### src/rtl/dram_apb_csr.sv
// APB completer holding the DRAM controller's timing/control registers and
// launching one-shot commands to the controller core over valid/ready.
module dram_apb_csr #(
  parameter int unsigned NUM_WAIT  = 1,
  parameter logic [15:0] TREFI_RST = 16'd780
) (
  input  logic        pclk,
  input  logic        preset,
  input  logic        psel,
  input  logic        penable,
  input  logic        pwrite,
  input  logic [15:0] paddr,
  input  logic [15:0] pwdata,
  output logic [15:0] prdata,
  output logic        pready,
  output logic        pslverr,
  output logic        cfg_enable,
  output logic        cfg_refresh_en,
  output logic [15:0] cfg_trefi,
  output logic [3:0]  cfg_trcd,
  output logic [3:0]  cfg_trp,
  output logic [3:0]  cfg_tcas,
  output logic        cmd_valid,
  output logic [1:0]  cmd_op,
  output logic [15:0] cmd_addr,
  input  logic        cmd_ready,
  input  logic        core_busy,
  input  logic        init_done
);

  localparam logic [15:0] ADDR_CTRL     = 16'h0000;
  localparam logic [15:0] ADDR_TREFI    = 16'h0002;
  localparam logic [15:0] ADDR_TIMING   = 16'h0004;
  localparam logic [15:0] ADDR_CMD_ADDR = 16'h0006;
  localparam logic [15:0] ADDR_CMD      = 16'h0008;
  localparam logic [15:0] ADDR_STATUS   = 16'h000A;

  typedef enum logic {IDLE, ACCESS} state_t;

  state_t      state, state_next;
  logic [3:0]  cnt, cnt_next;
  logic [1:0]  ctrl;
  logic [15:0] trefi;
  logic [11:0] timing;
  logic [15:0] cmd_addr_q;
  logic [15:0] rd_mux;
  logic        err;
  logic        commit;

  always_ff @(posedge pclk or negedge preset) begin
    if (!preset) begin
      state <= IDLE;
      cnt   <= 4'd0;
    end else begin
      state <= state_next;
      cnt   <= cnt_next;
    end
  end

  // Dropping psel during ACCESS abandons the transfer without a response.
  always_comb begin
    state_next = state;
    cnt_next   = cnt;
    case (state)
      IDLE: begin
        if (psel && !penable) begin
          state_next = ACCESS;
          cnt_next   = 4'(NUM_WAIT);
        end
      end
      ACCESS: begin
        if (!psel) begin
          state_next = IDLE;
        end else if (penable) begin
          if (cnt == 4'd0) state_next = IDLE;
          else             cnt_next   = cnt - 4'd1;
        end
      end
      default: state_next = IDLE;
    endcase
  end

  assign pready = (state == ACCESS) && (cnt == 4'd0) && psel && penable;

  // Pending command locks both CMD and CMD_ADDR against writes.
  always_comb begin
    rd_mux = 16'h0000;
    err    = 1'b0;
    case (paddr)
      ADDR_CTRL:     rd_mux = {14'b0, ctrl};
      ADDR_TREFI:    rd_mux = trefi;
      ADDR_TIMING:   rd_mux = {4'b0, timing};
      ADDR_CMD_ADDR: begin
        rd_mux = cmd_addr_q;
        err    = pwrite && cmd_valid;
      end
      ADDR_CMD:      err = !pwrite || cmd_valid;
      ADDR_STATUS:   begin
        rd_mux = {13'b0, init_done, core_busy, cmd_valid};
        err    = pwrite;
      end
      default:       err = 1'b1;
    endcase
  end

  assign prdata  = (pready && !err) ? rd_mux : 16'h0000;
  assign pslverr = pready && err;
  assign commit  = pready && pwrite && !err;

  always_ff @(posedge pclk or negedge preset) begin
    if (!preset) begin
      ctrl       <= 2'b00;
      trefi      <= TREFI_RST;
      timing     <= 12'h333;
      cmd_addr_q <= 16'h0000;
      cmd_valid  <= 1'b0;
      cmd_op     <= 2'b00;
    end else begin
      if (commit) begin
        case (paddr)
          ADDR_CTRL:     ctrl       <= pwdata[1:0];
          ADDR_TREFI:    trefi      <= pwdata;
          ADDR_TIMING:   timing     <= pwdata[11:0];
          ADDR_CMD_ADDR: cmd_addr_q <= pwdata;
          default: ;
        endcase
      end
      if (commit && paddr == ADDR_CMD) begin
        cmd_valid <= 1'b1;
        cmd_op    <= pwdata[1:0];
      end else if (cmd_valid && cmd_ready) begin
        cmd_valid <= 1'b0;
      end
    end
  end

  assign cfg_enable     = ctrl[0];
  assign cfg_refresh_en = ctrl[1];
  assign cfg_trefi      = trefi;
  assign cfg_trcd       = timing[3:0];
  assign cfg_trp        = timing[7:4];
  assign cfg_tcas       = timing[11:8];
  assign cmd_addr       = cmd_addr_q;

endmodule

### config.mk
export PLATFORM = sky130hd
export DESIGN_NAME = dram_apb_csr
export DESIGN_NICKNAME = d
export VERILOG_FILES = /design/src/rtl/dram_apb_csr.sv
export SDC_FILE = /design/constraint.sdc
export NUM_CORES = 1
export LEC_CHECK = 0
export CORE_MARGIN = 5
export CORE_UTILIZATION = 48
export DETAILED_ROUTE_END_ITERATION = 10
export GPL_TIMING_DRIVEN = 0
export PLACE_DENSITY = 0.88
export SYNTH_ARGS = -nofsm -noshare
export SYNTH_HDL_FRONTEND = slang
export SYNTH_SLANG_ARGS = --single-unit
### constraint.sdc
create_clock -name pclk -period 5.85 [get_ports pclk]
set_input_delay 1.17 -clock pclk [delete_from_list [all_inputs] [get_ports pclk]]
set_output_delay 1.17 -clock pclk [all_outputs]
set_load 0.005 [all_outputs]
After elaboration in Yosys (flattened, before gate mapping) --
Cells that the tools add are included.
Word-level totals: flip-flop bits (word level) 54, input bits 40, output and inout port bits 67, word-level logic and storage cells 58
Cells by class: $add $sub $neg 1, eq/ne operators 9, muxes and demuxes 15, bitwise operators 1, reduce and logical (&&, ||, !) cells 24
Operators with widths (count):
- case mux 16 bit (5 select lines) | 1
- == test 16 x 3 -> 1 bit (second input constant) | 2
- == test 16 x 4 -> 1 bit (second input constant) | 2
- == test 16 x 2 -> 1 bit (second input constant) | 1
- logical NOT 16 bit | 1
- 2-to-1 mux 16 bit | 1
- 2-to-1 mux 4 bit | 4
- logical AND 1 bit | 11
- != test 2 bit (second input constant) | 4
- case mux 4 bit (2 select lines) | 1
- AND reduction 2 bit | 4
- 2-to-1 mux 1 bit | 6
- logical NOT 4 bit | 1
- case mux 1 bit (4 select lines) | 1
- AND reduction 4 bit | 1
- subtractor 4 x 1 -> 4 bit (second input constant) | 1
- logical NOT 1 bit | 3
- OR reduction 3 bit | 1
- case mux 1 bit (2 select lines) | 1
- nonzero test 2 bit | 1
- logical OR 1 bit | 1
- NOT 1 bit | 1

Longest topological paths before layout --
depth in word-level cells 8, depth in mapped cells 9, depth with buffers taken out 6

Worst setup path before layout --
OpenSTA, ideal clock, no wires.
path type input to output, start input paddr[13], end output prdata[10], arrival time 3011 ps, required time 4680 ps, slack 1669 ps, stages on the path 6, path buffers 2, path through or4_1 > buf_2 > nor4_1 > clkbuf_1 > nand3_1 > a21oi_1
On the way: word-level cells in the longest chain between the ends 6, elaborated cells between the ends (all ways) 12, those cells by class 5 x eq/ne; 3 x mux; 4 x reduce/logical
Ends and longest elaborated chain:
- from (decl) | RTL line 12 | input logic [15:0] paddr,
- == test 16 x 3 -> 1 bit (tied with other cells) | RTL line 89 | case (paddr)
- OR reduction 3 bit (no line)
- case mux 1 bit (4 select lines) | RTL line 89
- logical NOT 1 bit | RTL line 106 | assign prdata = (pready && !err) ? rd_mux : 16'h0000;
- logical AND 1 bit | RTL line 106
- 2-to-1 mux 16 bit * | RTL line 106
- to (decl) | RTL line 14 | output logic [15:0] prdata,
Every way passes the cells marked *; elsewhere a longest branch is shown, timed or not.

Worst setup path in the final report --
start input paddr[2], end output prdata[4]
Same word-level chain as after synthesis.

==> flow_metrics.env <==
export IMPL_status="finished, final reports clean"
export IMPL_die_height_um=86.9
export IMPL_total_leakage_power_nw=1.66
export IMPL_cts_resized=0
export IMPL_clkSlewWorstSetupHoldPaths_ps=90
export IMPL_final_cell_mix="clkdlybuf4s50_1, mux2_2, dfrtp_1"
export IMPL_wire_per_inst_um=18.6
export IMPL_arrival_ps=4350
export IMPL_die_x_um=86.9
export IMPL_start_util_pct=48.8
export IMPL_synth_edf_count=0
export IMPL_netlist_top_cells_area="dfrtp_1, mux2_2, dfstp_2"
export IMPL_tightest_slew_ps=776
export IMPL_first_iter_violations=88
export IMPL_rr_worst_depth=9
export IMPL_period_share_pct=94.4
export IMPL_hold_path_end="cmd_op[0]$_DFFE_PN0P_"
export IMPL_worstReg2RegStart="cnt[0]$_DFFE_PN0P_"
export IMPL_endpoint_kind="output pin"
export IMPL_rsz0062_at_grt="false"
export IMPL_ys_types=45
export IMPL_cts_setup_buffers=0
export IMPL_layout_drive_gt1_share_pct=22.4
export IMPL_setup_viol=0
export IMPL_syn_nets=284
export IMPL_ios=107
export IMPL_clockBufferDepth=2
export IMPL_powerDensity_nw_per_um2=180
export IMPL_synth_top_area_share_pct=38.8
export IMPL_period_minus_slack_ps=5520
export IMPL_hold_viol=0
export IMPL_rows=28
export IMPL_core_um2=5820
export IMPL_crit_path_start="paddr[2]"
export IMPL_clock_skew_ps=9.09
export IMPL_final_common_cell="clkdlybuf4s50_1"
export IMPL_tns_ps=0
export IMPL_ys_flop_type="dfrtp_1"
export IMPL_worstSetupPathType="in2out"
export IMPL_syn_area_um2=2840
export IMPL_hpwlAfterDp_um=6140
export IMPL_yosys_area_top_type="dfrtp_1"
export IMPL_drt_wl_total_um=8030
export IMPL_h_tree_depth=2
export IMPL_fillCellCount=461
export IMPL_die_area_um2=7550
export IMPL_ys_warn_count=0
export IMPL_critPathMaxFanout=10
export IMPL_drcViolationCount=0
export IMPL_cts_made_buffers=5
export IMPL_ant_nets=0
export IMPL_grt_pass1_wl_um=13000
export IMPL_cts_sinks=54
export IMPL_grt_max_degree=35
export IMPL_first_global_vias=2543
export IMPL_synthCells=243
export IMPL_ctsHoldBuffers=0
export IMPL_clock_latency_ps=310
export IMPL_drt_pass1_iterations=4
export IMPL_utilization_pct=70.5
export IMPL_vias=2454
export IMPL_syn_to_final_growth_pct=44.5
export IMPL_routed_via_density=5.68
export IMPL_drv_cap=0
export IMPL_register_area_um2=1360
export IMPL_critical_path_required_ps=4680
export IMPL_start_kind="primary input"
export IMPL_antenna_found_initial=0
export IMPL_multi_input_comb_area_um2=1360
export IMPL_reg2reg_to="cfg_trefi[12]$_DFFE_PN0P_"
export IMPL_whs_path_depth=1
export IMPL_seq_area_frac_synth_pct=48.1
export IMPL_rrSetupSlack_ps=2660
export IMPL_power_total_w=0.000739
export IMPL_peakVddDrop_v=0.000173
export IMPL_clock_fmax_mhz=181
export IMPL_groute_usage_overall_pct=21.8
export IMPL_worstHoldPathType="reg2reg"
export IMPL_gp_congestion=0.803
export IMPL_relSlewSlack_pct=47.8
export IMPL_avgSynthCellArea_um2=11.7
export IMPL_num_antenna_cells=0
export IMPL_hp_start="cmd_op[0]$_DFFE_PN0P_"
export IMPL_cts_root_buf="clkbuf_8"
export IMPL_final_nets=397
export IMPL_report_final_slew_viol_count=0
export IMPL_cts_tree="done"
export IMPL_async_reset_ff_share_pct=100
export IMPL_ys_seq_elements=54
export IMPL_io_buffers=105
export IMPL_grt_ovfl_total=0
==> critical path, cell delays in order <==
cell	delay (ps)
clkdlybuf4s50_1	560
buf_1	410
or4b_2	640
nor4_1	360
clkbuf_2	350
a22oi_1	110
a21oi_1	190
clkdlybuf4s50_1	560
==> registers in the layout, indices dropped and copies added (netlist names) <==
name and flops:
cmd_addr 16, ctrl 2, cnt 4, cmd_valid 1, timing 12, state 1
cmd_op 2, cfg_trefi 16
==> routing by layer <==
layer	GRT usage (%)	wire, um	vias to the layer above
li1	-	-	1141
met1	27.7	3310	1225
met4	5.24	130	0
met2	37.1	4050	78
met5	0	0	-
met3	5.58	541	10
==> cells in the mapped netlist (2+ instances only) <==
master,instances
mux2i_1,4
dfstp_2,10
nand3_1,14
or4b_2,2
a32oi_1,5
o22ai_1,2
mux2_2,45
clkbuf_1,12
nand2_1,7
dfrtp_1,44
a21oi_1,12
nor4_4,2
inv_1,8
o2bb2ai_1,3
mux2_1,3
buf_2,2
nand2b_1,5
nor2b_1,3
nor4_1,4
or4_1,6
a21bo_2,2
nor2_1,8
a22oi_1,11
buf_6,2
nand4_1,3
a21o_1,2
o21ai_0,3
a22o_1,2
==> per-stage QoR <==
stage | cell area [um2] | hold WS [ps] | instances | setup slack (ps)
floorplan | 2840 | 479 | 243 | 1670
detailed placement | 4000 | 495 | 424 | 107
global placement | 3980 | 494 | 423 | 109
finish | 4100 | 526 | 432 | 326
global route | 4100 | 536 | 432 | 98.1
CTS | 4090 | 526 | 432 | 105
==> worst max path at each step <==
| stage | endpoint | cells after the start | slack, ps |
|---|---|---|---|
| global placement | prdata[4] | 8 | 110 |
| CTS | prdata[5] | 8 | 100 |
| global route | prdata[5] | 8 | 100 |
| floorplan | prdata[10] | 6 | 1670 |
| detailed placement | prdata[4] | 8 | 110 |
| finish | prdata[4] | 8 | 330 |
==> kinds of logic (layout without fill, tap and decap cells) <==
kind of cell | after synthesis | after routing | synth area share [%]
DFF | 54 | 54 | 48.1
AOI/OAI and AO/OA | 49 | 49 | 13.1
buffers and inverters | 26 | 140 | 4.19
muxes | 52 | 52 | 20.5
and+or+nand+nor | 61 | 61 | 13.8
adders and majority gates | 1 | 1 | 0.441
==> final cells by class <==
| cell class | count | share of cell area (%) |
|---|---|---|
| Buffer | 18 | 2.20 |
| Clock buffer | 7 | 2.11 |
| Tap cell | 75 | 2.29 |
| Clock inverter | 1 | 0.214 |
| Inverter | 8 | 0.733 |
| Sequential cell | 54 | 33.3 |
| Multi-Input combinational cell | 163 | 33.2 |
| Timing Repair Buffer | 106 | 26.0 |
==> report_power, final <==
group          total, W  internal [W]  leakage, nW  switching (W)
Combinational  0.000119     0.0000595        0.897      0.0000591
Clock          0.000223     0.0000982       0.0489       0.000125
Sequential     0.000397      0.000386        0.711      0.0000113
Power figures use the tool's default switching activity.
